**src/rtl/pc_pkg.sv**
```systemverilog
// Shared defaults and the fetch-target select encoding for the program-counter unit.
package pc_pkg;

  localparam int          DEF_AW        = 17;
  localparam logic [16:0] DEF_RESET_VEC = 17'h00000;
  localparam logic [16:0] DEF_IRQ_VEC   = 17'h00010;

  typedef enum logic [2:0] {
    SEL_NXT,
    SEL_DST,
    SEL_RAS,
    SEL_EPC,
    SEL_IRQ
  } pc_sel_e;

endpackage

```
**src/rtl/pc_ras.sv**
```systemverilog
// Circular return-address stack: push/pop/replace with occupancy and sticky error flags.
module pc_ras
  import pc_pkg::*;
#(
  parameter int AW    = DEF_AW,
  parameter int DEPTH = 4
) (
  input  logic          clk,
  input  logic          rst_n,
  input  logic          push,
  input  logic          pop,
  input  logic [AW-1:0] link,
  output logic [AW-1:0] top,
  output logic          empty,
  output logic          full,
  output logic          ovf,
  output logic          unf
);

  localparam int             PW       = $clog2(DEPTH);
  localparam int             CW       = PW + 1;
  localparam logic [CW-1:0]  CNT_MAX  = CW'(DEPTH);
  localparam logic [CW-1:0]  CNT_ONE  = CW'(1);
  localparam logic [PW-1:0]  PTR_ONE  = PW'(1);

  logic [AW-1:0] stack [DEPTH];
  logic [PW-1:0] ptr;
  logic [PW-1:0] ptr_inc;
  logic [CW-1:0] count;

  assign ptr_inc = ptr + PTR_ONE;
  assign top     = stack[ptr];
  assign empty   = (count == '0);
  assign full    = (count == CNT_MAX);

  // ptr always addresses the top entry; a push into a full stack lands on the oldest slot
  always_ff @(posedge clk or negedge rst_n) begin
    if (!rst_n) begin
      for (int i = 0; i < DEPTH; i++) stack[i] <= '0;
      ptr   <= '0;
      count <= '0;
      ovf   <= 1'b0;
      unf   <= 1'b0;
    end else begin
      if (pop && empty) unf <= 1'b1;
      if (push && pop && !empty) begin
        stack[ptr] <= link;
      end else if (push) begin
        stack[ptr_inc] <= link;
        ptr            <= ptr_inc;
        if (full) ovf   <= 1'b1;
        else      count <= count + CNT_ONE;
      end else if (pop && !empty) begin
        ptr   <= ptr - PTR_ONE;
        count <= count - CNT_ONE;
      end
    end
  end

endmodule

```
**src/rtl/pc_ctrl.sv**
```systemverilog
// Program-counter unit: fetch address, PC+1 tap pipeline, return-address stack,
// and single-level interrupt entry/return with saved EPC.
module pc_ctrl
  import pc_pkg::*;
#(
  parameter int            AW         = DEF_AW,
  parameter logic [AW-1:0] RESET_VEC  = AW'(DEF_RESET_VEC),
  parameter logic [AW-1:0] IRQ_VEC    = AW'(DEF_IRQ_VEC),
  parameter int            RAS_DEPTH  = 4,
  parameter int            PIPE_DEPTH = 3
) (
  input  logic                     clk,
  input  logic                     rst_n,
  input  logic                     stall_IM_ID,
  input  logic                     flow_change_ID_EX,
  input  logic [AW-1:0]            dst_ID_EX,
  input  logic                     call_ID_EX,
  input  logic                     ret_ID_EX,
  input  logic                     reti_ID_EX,
  input  logic                     irq,
  output logic [AW-1:0]            pc,
  output logic [PIPE_DEPTH*AW-1:0] pc_taps,
  output logic [AW-1:0]            epc,
  output logic                     in_isr,
  output logic                     irq_ack,
  output logic                     ras_empty,
  output logic                     ras_full,
  output logic                     ras_ovf,
  output logic                     ras_unf
);

  logic [AW-1:0] pc_q;
  logic [AW-1:0] nxt_pc;
  logic [AW-1:0] resume_pc;
  logic [AW-1:0] pc_d;
  logic [AW-1:0] epc_q;
  logic [AW-1:0] ras_top;
  logic [AW-1:0] taps [PIPE_DEPTH];
  logic          in_isr_q;
  logic          irq_ack_q;
  logic          irq_take;
  logic          ras_push;
  logic          ras_pop;
  pc_sel_e       sel;
  pc_sel_e       fetch_sel;

  assign nxt_pc   = pc_q + AW'(1);
  assign ras_push = call_ID_EX & flow_change_ID_EX & ~stall_IM_ID;
  assign ras_pop  = ret_ID_EX & ~stall_IM_ID;
  assign irq_take = irq & ~in_isr_q & ~stall_IM_ID & ~reti_ID_EX;

  pc_ras #(
    .AW    (AW),
    .DEPTH (RAS_DEPTH)
  ) u_ras (
    .clk   (clk),
    .rst_n (rst_n),
    .push  (ras_push),
    .pop   (ras_pop),
    .link  (taps[1]),
    .top   (ras_top),
    .empty (ras_empty),
    .full  (ras_full),
    .ovf   (ras_ovf),
    .unf   (ras_unf)
  );

  // resume_pc is where execution continues; an accepted interrupt parks it in EPC instead
  always_comb begin
    sel = SEL_NXT;
    if (reti_ID_EX)                  sel = SEL_EPC;
    else if (ret_ID_EX && !ras_empty) sel = SEL_RAS;
    else if (ret_ID_EX || flow_change_ID_EX) sel = SEL_DST;

    unique case (sel)
      SEL_EPC: resume_pc = epc_q;
      SEL_RAS: resume_pc = ras_top;
      SEL_DST: resume_pc = dst_ID_EX;
      default: resume_pc = nxt_pc;
    endcase

    fetch_sel = irq_take ? SEL_IRQ : sel;
    pc_d      = (fetch_sel == SEL_IRQ) ? IRQ_VEC : resume_pc;
  end

  always_ff @(posedge clk or negedge rst_n) begin
    if (!rst_n) begin
      pc_q      <= RESET_VEC;
      epc_q     <= '0;
      in_isr_q  <= 1'b0;
      irq_ack_q <= 1'b0;
    end else begin
      irq_ack_q <= irq_take;
      if (!stall_IM_ID) begin
        pc_q <= pc_d;
        if (irq_take) begin
          epc_q    <= resume_pc;
          in_isr_q <= 1'b1;
        end else if (reti_ID_EX) begin
          in_isr_q <= 1'b0;
        end
      end
    end
  end

  // Only tap0 honours the stall; downstream taps keep draining with the pipeline
  always_ff @(posedge clk or negedge rst_n) begin
    if (!rst_n) begin
      for (int k = 0; k < PIPE_DEPTH; k++) taps[k] <= '0;
    end else begin
      if (!stall_IM_ID) taps[0] <= nxt_pc;
      for (int k = 1; k < PIPE_DEPTH; k++) taps[k] <= taps[k-1];
    end
  end

  for (genvar g = 0; g < PIPE_DEPTH; g++) begin : g_taps
    assign pc_taps[g*AW +: AW] = taps[g];
  end

  assign pc      = pc_q;
  assign epc     = epc_q;
  assign in_isr  = in_isr_q;
  assign irq_ack = irq_ack_q;

endmodule

```
**config.mk**
```make
export PLATFORM = sky130hd
export DESIGN_NAME = pc_ctrl
export DESIGN_NICKNAME = d
export VERILOG_FILES = /design/src/rtl/pc_pkg.sv /design/src/rtl/pc_ras.sv /design/src/rtl/pc_ctrl.sv
export SDC_FILE = /design/constraint.sdc
export NUM_CORES = 1
export LEC_CHECK = 0
export ABC_AREA = 1
export BUFFER_PORTS_ARGS = -buffer_cell sky130_fd_sc_hd__buf_2
export CELL_PAD_IN_SITES_DETAIL_PLACEMENT = 1
export CELL_PAD_IN_SITES_GLOBAL_PLACEMENT = 2
export CORE_MARGIN = 3
export CORE_UTILIZATION = 34
export DETAILED_ROUTE_END_ITERATION = 7
export PLACE_DENSITY = 0.89
export SETUP_SLACK_MARGIN = 0.02
export SKIP_LAST_GASP = 1
export SYNTH_ARGS = -nofsm -noshare
export SYNTH_HDL_FRONTEND = slang
export SYNTH_HIERARCHICAL = 1
export SYNTH_SLANG_ARGS = --single-unit
```
**constraint.sdc**
```tcl
create_clock -name clk -period 2.5 [get_ports clk]
set_input_delay 0.375 -clock clk [delete_from_list [all_inputs] [get_ports clk]]
set_output_delay 0.375 -clock clk [all_outputs]
set_load 0.005 [all_outputs]
```
==> impl_metrics.csv <==
group,metric,value,unit
status,status,"completed",
setup_path,cpPeakStageDelay,0.41,ns
global_routing,grt_antenna_before_repair,0,
worst_hold_path,hp-class,"in -> reg",
worst_hold_path,worstHoldStart,"dst_ID_EX[16]",
timing,slew_viol_final,0,
timing,skew,0.008872,ns
final_layout,n_fill_cell,2646,
synthesis,synthCells,887,
synthesis,ys_warn_count,6,
die,boundaryPins,116,
setup_path,start_kind,"flip-flop",
timing,tightest_slew,0.4784,ns
final_layout,diodes,0,
power_and_ir_drop,powerDensity,1194,nW/um^2
placed_design,routabilityCongestion,0.7968,
drt,dr.first_iter.drc_count,388,
setup_path,r2r_end,"u_ras/stack[45]$_DFFE_PN0P_",
global_routing,globalRouteTotalUtil,0.2151,
worst_hold_path,hold-path-endpoint,"epc[16]$_DFFE_PN0P_",
setup_path,cpMaxStageDelayCell,"dfrtp_1",
synthesis,synth_ff_type,"dfrtp_1",
timing,slew_headroom,0.6803,
clock_network,clk_pin_slew_worst_paths,0.07,ns
placed_design,dp_hpwl,17610,um
timing,setup_viol,0,
setup_path,path_delay_family,"simple AND/OR/NAND/NOR gates",
final_layout,final_common_cell,"nand2_1",
setup_path,crit_chain,"clkinv_1 > buf_4 > ha_1 > nand3_4 > nand2_4 > nand2_1 > nand2_1",
drt,avgRoutedWirePerCell,19.95,um
synthesis,yosysTopAreaCellShare,0.5339,
placed_design,port_buffers,115,
final_layout,drive_gt1_frac,0.2077,
power_and_ir_drop,ir_drop,519.5,uV
clock_network,clk_path_buf_depth,2,
clock_network,root_buffer,"clkbuf_16",
clock_network,clock-sinks,162,
clock_network,cts_tree,"yes",
final_layout,ff_latch_area,4054,um^2
setup_path,worstSetupEndpointType,"flip-flop",
drt,drt_first_pass_iters,5,
setup_path,cp.buffers_inverters,2,
die,core,21890,um^2
global_routing,overflow,0,
synthesis,synth-edff-count,0,
timing,fin_setup_tns,0,ns
setup_path,path_class,"reg -> reg",
setup_path,worst_ep_arrival_time,2.37,ns
synthesis,synth_largest_area_cell,"dfrtp_1",
final_layout,final_core_util,0.4179,
synthesis,async_flop_share,1.000,
final_layout,area_growth,20.48,%
drt,vias,6786,
clock_network,clock_latency,0.42,ns
setup_path,reg2reg_depth,7,
synthesis,synthTopCellsByArea,"dfrtp_1 53%, nand2_1 15%, nand3_1 6.5%",
global_routing,grt_pass1_vias,7020,
die,die_area,24160,um^2
synthesis,netlist_area,7594,um^2
setup_path,r2r_slack,0.49,ns
setup_path,path_max_fanout,37,
final_layout,final_cell_mix,"300 x nand2_1, 162 x dfrtp_1, 114 x buf_2, 99 x nand3_1, 54 x nor2_1",
synthesis,synth_fp_nets,918,
setup_path,r2r-start,"u_ras/ptr[0]$_DFFE_PN0P_",
drt,ant_nets,0,
flow_run,max_cap_violations,0,
timing,finalHoldViolCount,0,
clock_network,cts_resized,0,
drt,drt_wl_total,25750,um
synthesis,syn_area_per_cell,8.561,um^2
clock_network,htreeDepth,4,
drt,via_per_inst,5.256,
timing,fmax,0.4967,GHz
synthesis,ys_ff_latch,162,
drt,post-route-drc-count,0,
global_routing,grt_max_degree,65,
final_layout,final_nets,1029,
setup_path,required,2.86,ns
synthesis,ys_types,35,
worst_hold_path,hold_depth,5,
die,die_height,155.4,um
die,start_util,0.3469,
power_and_ir_drop,leakagePower,4.640,nW
die,rows,54,
timing,rsz0062_at_grt,"false",
timing,period_share,0.8053,
timing,period_minus_slack,2.013,ns
final_layout,multi_input_area,3120,um^2
global_routing,grt_pass1_wl,40530,um
synthesis,ys_seq_area_frac,0.5339,
die,chipWidth,155.4,um
setup_path,crit_path_frequent_cell,"nand2_1",
clock_network,cts_buffers,17,
==> worst min-delay path, stage by stage <==
cell and delay, ns:
buf_2 0.07, nand2_1 0.04, nand3_1 0.08, nand3_1 0.08
nand2_1 0.06
==> worst max path at each step <==
stage	cells past startpoint	slack, ns	end	start
5_1_grt	8	0.38	u_ras/stack[8]$_DFFE_PN0P_	u_ras/ptr[0]$_DFFE_PN0P_
3_5_place_dp	9	0.44	u_ras/stack[28]$_DFFE_PN0P_	stall_IM_ID
6_report	7	0.49	u_ras/stack[45]$_DFFE_PN0P_	u_ras/ptr[0]$_DFFE_PN0P_
2_1_floorplan	12	0.59	u_ras/count[2]$_DFFE_PN0P_	stall_IM_ID
3_3_place_gp	9	0.55	u_ras/stack[62]$_DFFE_PN0P_	stall_IM_ID
4_1_cts	10	0.50	pc[10]$_DFFE_PN0N_	u_ras/count[0]$_DFFE_PN0P_
==> layout make-up <==
class,instances,share of cell area
multi-input cells,639,0.3411
well taps,280,0.03829
clock inverters,13,0.02763
repair buffers,137,0.08329
flip-flops and latches,162,0.4431
clock buffers,19,0.04951
inverters,41,0.01710
==> metal layers <==
layer	vias up	share of wire	global-route usage	wire, um
met5	-	0	0	0
met4	0	0.015	0.06378	380
met3	25	0.042	0.02615	1076
met2	166	0.49	0.3637	12650
met1	3439	0.45	0.2910	11650
li1	3156	-	-	-
==> metrics by stage <==
| stage | cells | instance area [um^2] | worst slack, ns | total power [mW] | hold slack, ns |
|---|---|---|---|---|---|
| 2_1_floorplan | 887 | 7594 | 0.5853 | 6.203 | 0.07941 |
| 3_3_place_gp | 1258 | 8433 | 0.5476 | 7.650 | 0.3223 |
| 3_5_place_dp | 1258 | 8433 | 0.4367 | 7.763 | 0.3272 |
| 4_1_cts | 1291 | 9149 | 0.5042 | 10.97 | 0.3067 |
| 5_1_grt | 1291 | 9149 | 0.3833 | 11.62 | 0.3398 |
| 6_report | 1291 | 9149 | 0.4867 | 10.92 | 0.3205 |
==> sequential cells by signal, indices dropped and copies added (netlist names) <==
signal	flops
epc	17
in_isr	1
irq_ack	1
pc	17
pc_taps	51
u_ras/count	3
u_ras/ovf	1
u_ras/ptr	2
u_ras/stack	68
u_ras/unf	1
==> synthesized netlist by cell type, types with 2 or more instances <==
master / n
nor2_1: 55
nand2_4: 5
xor2_1: 5
inv_1: 35
o21ai_0: 47
xnor2_1: 3
nand2_2: 6
inv_2: 4
buf_2: 15
nor2_4: 7
buf_6: 9
nand3_4: 3
o21ai_2: 2
nand3_1: 99
a21oi_1: 15
o21ai_1: 2
nand4_1: 43
nor2_2: 4
o22ai_1: 17
dfrtp_1: 162
nand2_1: 300
ha_1: 5
clkbuf_1: 15
nand3_2: 7
buf_1: 2
buf_4: 4
a31oi_1: 8
==> repair_timing <==
item	CTS	global route
buffers inserted	0	0
endpoints found under the hold margin	36	0
hold buffers	1	0
==> report_power, final <==
group          internal, mW  leakage [nW]  switching (mW)
sequential             3.54          2.06           0.847
clock                  2.03         0.340            1.11
combinational          1.24          2.24            2.14
total                  6.82          4.64            4.10
==> cells by family after synthesis <==
logic type,count (synthesis),synth area share
buffers and inverters,86,0.05619
adder cells (fa/ha/maj),6,0.01088
AND/OR/NAND/NOR,531,0.3216
XOR/XNOR,8,0.009228
AO/OA/AOI/OAI,94,0.06822
flip-flops,162,0.5339
(Power assumes the default switching activity.)
